$ cat src/rtl/spart_rx_fifo.sv
// SPART UART receiver: oversampled start/data/parity/stop framing feeding a
// first-word-fall-through FIFO, with sticky framing, parity and overrun flags.
module spart_rx_fifo #(
  parameter int DATA_BITS  = 8,
  parameter int OVERSAMPLE = 16,
  parameter int PARITY_EN  = 0,
  parameter int PARITY_ODD = 0,
  parameter int FIFO_DEPTH = 4
) (
  input  logic                        clk,
  input  logic                        rst,
  input  logic                        rx_enable,
  input  logic                        rxd,
  input  logic                        read,
  input  logic                        err_clr,
  output logic                        rda,
  output logic [DATA_BITS-1:0]        rx_out,
  output logic [$clog2(FIFO_DEPTH):0] fifo_count,
  output logic                        framing_err,
  output logic                        parity_err,
  output logic                        overrun
);

  localparam int CW = $clog2(OVERSAMPLE);
  localparam int BW = $clog2(DATA_BITS);
  localparam int PW = $clog2(FIFO_DEPTH);
  localparam int NW = PW + 1;
  localparam logic [CW-1:0] HALF_TICK = CW'(OVERSAMPLE / 2);
  localparam logic [CW-1:0] LAST_TICK = CW'(OVERSAMPLE - 1);
  localparam logic [BW-1:0] LAST_BIT  = BW'(DATA_BITS - 1);
  localparam logic [NW-1:0] FULL_CNT  = NW'(FIFO_DEPTH);
  localparam logic          ODD_PAR   = (PARITY_ODD != 0);
  localparam logic          HAS_PAR   = (PARITY_EN != 0);

  typedef enum logic [2:0] {
    S_IDLE   = 3'd0,
    S_START  = 3'd1,
    S_DATA   = 3'd2,
    S_PARITY = 3'd3,
    S_STOP   = 3'd4,
    S_BREAK  = 3'd5
  } state_t;

  // True when data plus received parity bit disagree with the configured sense
  function automatic logic parity_bad(input logic [DATA_BITS-1:0] data, input logic par_bit);
    parity_bad = ((^data) ^ par_bit) != ODD_PAR;
  endfunction

  logic                 sync1_r;
  logic                 sync2_r;
  state_t               state_r;
  state_t               state_s;
  logic [CW-1:0]        cnt_r;
  logic [CW-1:0]        cnt_s;
  logic [BW-1:0]        bit_r;
  logic [BW-1:0]        bit_s;
  logic [DATA_BITS-1:0] shift_r;
  logic [DATA_BITS-1:0] shift_s;
  logic                 par_bad_r;
  logic                 par_bad_s;
  logic                 push_s;
  logic                 set_fe_s;
  logic                 set_pe_s;

  logic [DATA_BITS-1:0] mem_r [FIFO_DEPTH];
  logic [PW-1:0]        wr_ptr_r;
  logic [PW-1:0]        rd_ptr_r;
  logic [NW-1:0]        count_r;
  logic [NW-1:0]        count_s;
  logic                 pop_s;
  logic                 full_s;
  logic                 wr_s;
  logic                 ovr_s;
  logic                 rda_r;
  logic                 fe_r;
  logic                 pe_r;
  logic                 ov_r;

  // Two-flop synchronizer on the asynchronous serial line, idling high
  always_ff @(posedge clk or posedge rst) begin
    if (rst) begin
      sync1_r <= 1'b1;
      sync2_r <= 1'b1;
    end else begin
      sync1_r <= rxd;
      sync2_r <= sync1_r;
    end
  end

  // Receiver state, tick counter, bit index and shift register
  always_ff @(posedge clk or posedge rst) begin
    if (rst) begin
      state_r   <= S_IDLE;
      cnt_r     <= {CW{1'b0}};
      bit_r     <= {BW{1'b0}};
      shift_r   <= {DATA_BITS{1'b0}};
      par_bad_r <= 1'b0;
    end else begin
      state_r   <= state_s;
      cnt_r     <= cnt_s;
      bit_r     <= bit_s;
      shift_r   <= shift_s;
      par_bad_r <= par_bad_s;
    end
  end

  // Frame sequencing; every sample is taken mid-bit on an rx_enable tick
  always_comb begin
    state_s   = state_r;
    cnt_s     = cnt_r;
    bit_s     = bit_r;
    shift_s   = shift_r;
    par_bad_s = par_bad_r;
    push_s    = 1'b0;
    set_fe_s  = 1'b0;
    set_pe_s  = 1'b0;
    if (rx_enable) begin
      case (state_r)
        S_IDLE: begin
          if (!sync2_r) begin
            state_s   = S_START;
            cnt_s     = CW'(1);
            bit_s     = {BW{1'b0}};
            par_bad_s = 1'b0;
          end else begin
            state_s = S_IDLE;
          end
        end
        S_START: begin
          if (cnt_r == HALF_TICK) begin
            cnt_s   = {CW{1'b0}};
            bit_s   = {BW{1'b0}};
            state_s = sync2_r ? S_IDLE : S_DATA;
          end else begin
            cnt_s = cnt_r + CW'(1);
          end
        end
        S_DATA: begin
          if (cnt_r == LAST_TICK) begin
            cnt_s   = {CW{1'b0}};
            shift_s = {sync2_r, shift_r[DATA_BITS-1:1]};
            if (bit_r == LAST_BIT) begin
              bit_s   = {BW{1'b0}};
              state_s = HAS_PAR ? S_PARITY : S_STOP;
            end else begin
              bit_s = bit_r + BW'(1);
            end
          end else begin
            cnt_s = cnt_r + CW'(1);
          end
        end
        S_PARITY: begin
          if (cnt_r == LAST_TICK) begin
            cnt_s     = {CW{1'b0}};
            par_bad_s = parity_bad(shift_r, sync2_r);
            state_s   = S_STOP;
          end else begin
            cnt_s = cnt_r + CW'(1);
          end
        end
        S_STOP: begin
          if (cnt_r == LAST_TICK) begin
            cnt_s = {CW{1'b0}};
            if (sync2_r) begin
              state_s  = S_IDLE;
              push_s   = !par_bad_r;
              set_pe_s = par_bad_r;
            end else begin
              // A low stop bit flags once, then waits out the break
              state_s  = S_BREAK;
              set_fe_s = 1'b1;
              set_pe_s = par_bad_r;
            end
          end else begin
            cnt_s = cnt_r + CW'(1);
          end
        end
        S_BREAK: begin
          if (sync2_r) begin
            state_s = S_IDLE;
          end else begin
            state_s = S_BREAK;
          end
        end
        default: begin
          state_s = S_IDLE;
          cnt_s   = {CW{1'b0}};
        end
      endcase
    end else begin
      state_s = state_r;
    end
  end

  // FIFO control: a pop in the same cycle frees room for a push into a full FIFO
  always_comb begin
    pop_s   = read && (count_r != {NW{1'b0}});
    full_s  = (count_r == FULL_CNT);
    wr_s    = push_s && (!full_s || pop_s);
    ovr_s   = push_s && full_s && !pop_s;
    count_s = count_r + NW'(wr_s) - NW'(pop_s);
  end

  // Character storage; contents are deliberately not reset
  always_ff @(posedge clk) begin
    if (wr_s) begin
      mem_r[wr_ptr_r] <= shift_r;
    end else begin
      mem_r[wr_ptr_r] <= mem_r[wr_ptr_r];
    end
  end

  // Pointers wrap naturally at the power-of-two depth
  always_ff @(posedge clk or posedge rst) begin
    if (rst) begin
      wr_ptr_r <= {PW{1'b0}};
      rd_ptr_r <= {PW{1'b0}};
      count_r  <= {NW{1'b0}};
      rda_r    <= 1'b0;
    end else begin
      wr_ptr_r <= wr_s ? wr_ptr_r + PW'(1) : wr_ptr_r;
      rd_ptr_r <= pop_s ? rd_ptr_r + PW'(1) : rd_ptr_r;
      count_r  <= count_s;
      rda_r    <= (count_s != {NW{1'b0}});
    end
  end

  // Sticky error flags; a set event overrides a same-cycle clear
  always_ff @(posedge clk or posedge rst) begin
    if (rst) begin
      fe_r <= 1'b0;
      pe_r <= 1'b0;
      ov_r <= 1'b0;
    end else begin
      fe_r <= (fe_r && !err_clr) || set_fe_s;
      pe_r <= (pe_r && !err_clr) || set_pe_s;
      ov_r <= (ov_r && !err_clr) || ovr_s;
    end
  end

  assign rda         = rda_r;
  assign rx_out      = mem_r[rd_ptr_r];
  assign fifo_count  = count_r;
  assign framing_err = fe_r;
  assign parity_err  = pe_r;
  assign overrun     = ov_r;

endmodule

$ cat config.mk
export PLATFORM = sky130hd
export DESIGN_NAME = spart_rx_fifo
export DESIGN_NICKNAME = d
export VERILOG_FILES = /design/src/rtl/spart_rx_fifo.sv
export SDC_FILE = /design/constraint.sdc
export NUM_CORES = 1
export LEC_CHECK = 0
export CORE_MARGIN = 3
export CORE_UTILIZATION = 58
export DETAILED_ROUTE_END_ITERATION = 16
export PLACE_DENSITY_LB_ADDON = 0.15
export SLEW_MARGIN = 10
export SYNTH_ARGS = -nofsm -noshare
export SYNTH_HDL_FRONTEND = slang
export SYNTH_SLANG_ARGS = --single-unit
$ cat constraint.sdc
create_clock -name clk -period 3.5 [get_ports clk]
set_clock_uncertainty 0.05 [all_clocks]
set_input_delay 0.35 -clock clk [delete_from_list [all_inputs] [get_ports clk]]
set_output_delay 0.35 -clock clk [all_outputs]
set_load 0.03 [all_outputs]
# After elaboration in Yosys (flattened, before gate mapping)
# Memories as Yosys holds them, arrays and structs flattened.
# Cells that the tools add are included.
dict set report word_totals {
  register_bits 32
  mem_bits_rw 32
  inputBits 6
  wordCells 104
  mem_count 1
}
# name words word_bits read_ports rd_clocked_by_memory_dff wr line_no
set memory_table {}
lappend memory_table {mem_r 4 8 1 0 1 65} ;# logic [DATA_BITS-1:0] mem_r [FIFO_DEPTH];
dict set report op_classes {
  addsub 6
  eq_ne 16
  mux 36
  n_bitwise 3
  reduce_logical 28
}
# cell count
set op_table {}
lappend op_table {{2-to-1 mux 3 bit} 10}
lappend op_table {{one-hot mux 3 bit (6 select lines)} 1}
lappend op_table {{2-to-1 mux 1 bit} 17}
lappend op_table {{one-hot mux 4 bit (4 select lines)} 1}
lappend op_table {{equality test 3 bit (second input constant)} 4}
lappend op_table {{2-to-1 mux 4 bit} 3}
lappend op_table {{!= test 2 bit (second input constant)} 6}
lappend op_table {{one-hot mux 3 bit (3 select lines)} 1}
lappend op_table {{nonzero test 3 bit} 3}
lappend op_table {{equality test 4 bit (second input constant)} 2}
lappend op_table {{2-to-1 mux 8 bit} 1}
lappend op_table {{parity 8 bit} 1}
lappend op_table {{logical AND 1 bit} 7}
lappend op_table {{equality test 3 x 2 -> 1 bit (second input constant)} 2}
lappend op_table {{AND reduction 3 bit} 2}
lappend op_table {{AND reduction 6 bit} 1}
lappend op_table {{AND reduction 5 bit} 1}
lappend op_table {{adder 2 x 1 -> 2 bit (second input constant)} 2}
lappend op_table {{adder 4 x 1 -> 4 bit (second input constant)} 1}
lappend op_table {{zero test 1 bit} 4}
lappend op_table {{logical OR 1 bit} 4}
lappend op_table {{AND reduction 4 bit} 1}
lappend op_table {{adder 3 x 1 -> 3 bit} 1}
lappend op_table {{adder 3 x 1 -> 3 bit (second input constant)} 1}
lappend op_table {{12 further kinds} 12}

# Depth between registers and ports, before layout
dict set report logic_depth {
  depth_word 9
  ltp_mapped 12
  ltp_nobuf 12
}

# Worst setup path after synthesis
# No wires, ideal clock.
dict set report synth_timing {
  path_kind {register -> register}
  from {register cnt_r[0]}
  to {register rda_r, in the netlist rda}
  setup_ns 0.131
  t_arrival_ns 2.791
  required_time_ns 3.319
  slack_ns 0.528
  stages_incl_launch_ff 13
  path_buffers 0
  synth_period_minus_slack_ns 2.972
  path_cell_list {dfrtp_1 -> ha_1 -> and3_1 -> nand3_1 -> nor3b_2 -> inv_1 -> ha_1 -> inv_1 -> ha_1 -> fa_1 -> xor2_1 -> xnor2_1 -> or3_1}
}
dict set report synth_between {
  elab_chain_cells 8
}
# item line_no
set synth_lines {}
lappend synth_lines {{start, declared} 53} ;# logic [CW-1:0] cnt_r;
lappend synth_lines {{start signal, assigned} 94} ;# cnt_r <= {CW{1'b0}};
lappend synth_lines {{start signal, assigned} 100} ;# cnt_r <= cnt_s;
lappend synth_lines {{equality test 4 bit} 162} ;# if (cnt_r == LAST_TICK) begin
lappend synth_lines {{2-to-1 mux 1 bit} 162}
lappend synth_lines {{2-to-1 mux 1 bit} 118} ;# case (state_r)
lappend synth_lines {{2-to-1 mux 1 bit} 117} ;# if (rx_enable) begin
lappend synth_lines {{logical AND 1 bit} 199} ;# wr_s = push_s && (!full_s || pop_s);
lappend synth_lines {{adder 3 x 1 -> 3 bit} 201} ;# count_s = count_r + NW'(wr_s) - NW'(pop_s);
lappend synth_lines {{subtractor 3 x 1 -> 3 bit} 201}
lappend synth_lines {{named net count_s[2]} 69} ;# logic [NW-1:0] count_s;
lappend synth_lines {{nonzero test 3 bit} 224} ;# rda_r <= (count_s != {NW{1'b0}});
lappend synth_lines {{end signal, assigned} 224}
lappend synth_lines {{end, declared} 74} ;# logic rda_r;
# The timed path passes the listed nets, and every way through them passes these cells.
# A chain may end at the register's enable or synchronous reset.

# Final worst setup path
# Same ends and word-level chain as after synthesis.

==> flow_summary.json <==
{
  "r2r_start": "cnt_r[0]$_DFFE_PP0P_",
  "hold_end": "sync2_r$_DFF_PP1_",
  "slew_headroom_pct": 56.6,
  "ios": 21,
  "end_kind": "flop",
  "core_um2": 4560,
  "die_y_um": 76.4,
  "critPathMostFrequentCell": "ha_1",
  "clock_latency_ps": 330,
  "min_path_type": "reg2reg",
  "dp_slack_ps": 198,
  "yosys.area.top_type": "edfxtp_1",
  "grt_pass1_wl_mm": 9.11,
  "vdd_drop_max_v": 0.000286,
  "synthesis.area_um2": 2870,
  "netlist.area_leader.share_pct": 33.5,
  "min_from": "sync1_r$_DFF_PP1_",
  "fp.dieW_um": 76.4,
  "via_per_inst": 5.69,
  "synthTopCellsByCount": "edfxtp_1, dfrtp_1, inv_1, o21ai_0, nand2_1",
  "slowest_delay_ps": 420,
  "critPathMaxFanout": 8,
  "setup_viol": 0,
  "drv_cap": 0,
  "final_layout_size_suffix_gt1_share_pct": 17.6,
  "startpoint": "cnt_r[0]$_DFFE_PP0P_",
  "synthArstFlopShare_pct": 50.0,
  "antenna_left": 0,
  "drc_errors": 0,
  "max_freq_mhz": 305,
  "drv_slew": 0,
  "synth-seq-cells": 64,
  "status": "completed",
  "clkSlewWorstSetupHoldPaths_ps": 60,
  "clock-sinks": 64,
  "insertedDiodeCount": 0,
  "critPathLaunchType": "flop",
  "drt_pass1_iterations": 4,
  "io_buffers": 20,
  "worstPathCellList": "ha_1 > and3_1 > nand3_1 > nor3b_4 > inv_1 > ha_1 > inv_1 > ha_1 > fa_1 > xor2_1 > xnor2_1 > or3_1",
  "slowest_stage": "dfrtp_1",
  "vias": 1759,
  "p_per_area_nw_per_um2": 681,
  "tightest_slew_ps": 649,
  "initial_core_util_pct": 62.9,
  "total_power_w": 0.00227,
  "drt_wl_total_mm": 5.47,
  "synth.distinct_cells": 41,
  "setup_ws_ps": 219,
  "cts_setup_buffers": 0,
  "ys_seq_area_share_pct": 61.4,
  "place_inst": 293,
  "setup-tns-final_ps": 0,
  "htree_levels": 3,
  "cts_tree": "built",
  "cts_inserted_buffers": 9,
  "worstHoldPathCells": 0,
  "rrSetupSlack_ps": 220,
  "antenna_found_initial": 0,
  "yosysWarnings": 0,
  "hold_viol_final": 0,
  "layout.nets": 256,
  "worstPathRequired_ps": 3660,
  "syn_area_per_cell_um2": 13.7,
  "dp_hpwl_mm": 3.98,
  "gp_congestion": 0.838,
  "power_leakage_nw": 1.30,
  "clockBufferDepth": 2,
  "synthTopCellsByArea": "edfxtp_1, dfrtp_1, mux4_2, ha_1, mux2_2",
  "rsz0062_at_grt": "false",
  "wl_per_cell_um": 17.7,
  "overflow": 0,
  "num_rows": 24,
  "design.die.area_um2": 5830,
  "fin_crit_sh_pct": 93.7,
  "reg2reg_depth": 12,
  "synth_flop_cell": "edfxtp_1",
  "reg2reg_to": "rda$_DFF_PP0_",
  "root_buffer": "clkbuf_8",
  "path_class": "reg2reg",
  "synthMostInstantiatedCell": "edfxtp_1",
  "grt_max_degree": 32,
  "first_iter_violations": 76,
  "cts_hold_buf": 0,
  "grt_use_total_pct": 20.7,
  "synth_edf_count": 32,
  "areaGrowthSynthToFinish_pct": 16.1,
  "synth_cells": 209,
  "cp_data_arrival_time_ps": 3440,
  "first_global_vias": 1881,
  "finalCriticalPeriod_ps": 3280,
  "syn-num-nets": 226,
  "fin_cells": 309
}
-- critical path: cells and delay by family (launching register included) --
family                     cells  cell delay [ps]
and+or+nand+nor                4             1130
adders and majority gates      4             1100
DFF                            1              420
xor gates and xnor gates       2              330
buffers and inverters          2              140
-- registers in the layout, indices dropped and copies added (netlist names), 2 cells and up --
register,count
wr_ptr_r,2
cnt_r,4
mem_r,32
shift_r,8
state_r,3
rd_ptr_r,2
fifo_count,3
bit_r,3
-- cell usage in the layout, fill, tap and decap left out, types with 5 or more instances in the layout --
cell type,n
nor2_1,6
mux2_2,8
o21ai_0,16
buf_4,6
clkbuf_8,9
inv_1,16
nand3_1,6
ha_1,10
dfrtp_1,30
nand2_1,13
xnor2_1,10
clkdlybuf4s50_1,20
mux4_2,8
and2_1,5
edfxtp_1,32
-- timing repair --
item | 4_1_cts | 5_1_grt
hold endpoints to repair | 0 | 0
setup endpoints to repair | 0 | 1
gates resized for setup | 0 | 1
-- through the flow --
step	util [%]	area, um2	hold WS (ps)
4_1_cts	72.9	3330	309
6_report	73.0	3330	307
3_3_place_gp	69.4	3170	296
3_5_place_dp	69.4	3170	300
2_1_floorplan	-	2870	295
5_1_grt	73.0	3330	315
-- where the power goes --
part / switching (W) / leakage (nW) / internal [W]
Clock: 0.000262 / 0.0805 / 0.000251
Combinational: 0.000429 / 0.558 / 0.000361
Sequential: 0.000111 / 0.665 / 0.000857
-- per-layer routing --
metal	GRT usage, %	vias up	routed length (um)
met3	6.26	11	180
li1	-	822	-
met1	21.7	885	2110
met5	0	-	0
met2	38.2	41	3080
met4	8.33	0	110
-- worst max path at each step --
stage	to	slack, ps	depth (start not counted)
finish	rda$_DFF_PP0_	220	12
global route	rda$_DFF_PP0_	50	12
CTS	rda$_DFF_PP0_	160	12
detailed placement	rda$_DFF_PP0_	200	12
global placement	rda$_DFF_PP0_	360	11
floorplan	rda$_DFF_PP0_	530	12
-- layout make-up --
class,count,area [um2]
sequential,64,1760
inverter,17,63.8
multi-input combinational,121,1020
fill,302,1230
timing repair buffer,26,245
clock inverter,5,26.3
clock buffer,11,131
tap,65,81.3
-- cell families (layout without fill, tap and decap cells) --
logic type | Yosys count | count (layout) | share of synthesized area, %
flip-flops | 64 | 64 | 61.4
AND/OR/NAND/NOR | 46 | 46 | 9.06
AO/OA/AOI/OAI | 35 | 35 | 7.84
buffers and inverters | 24 | 59 | 3.22
multiplexers | 16 | 16 | 9.41
XOR/XNOR | 13 | 13 | 3.97
adder cells (fa/ha/maj) | 11 | 11 | 5.05
Power figures use the tool's default switching activity.
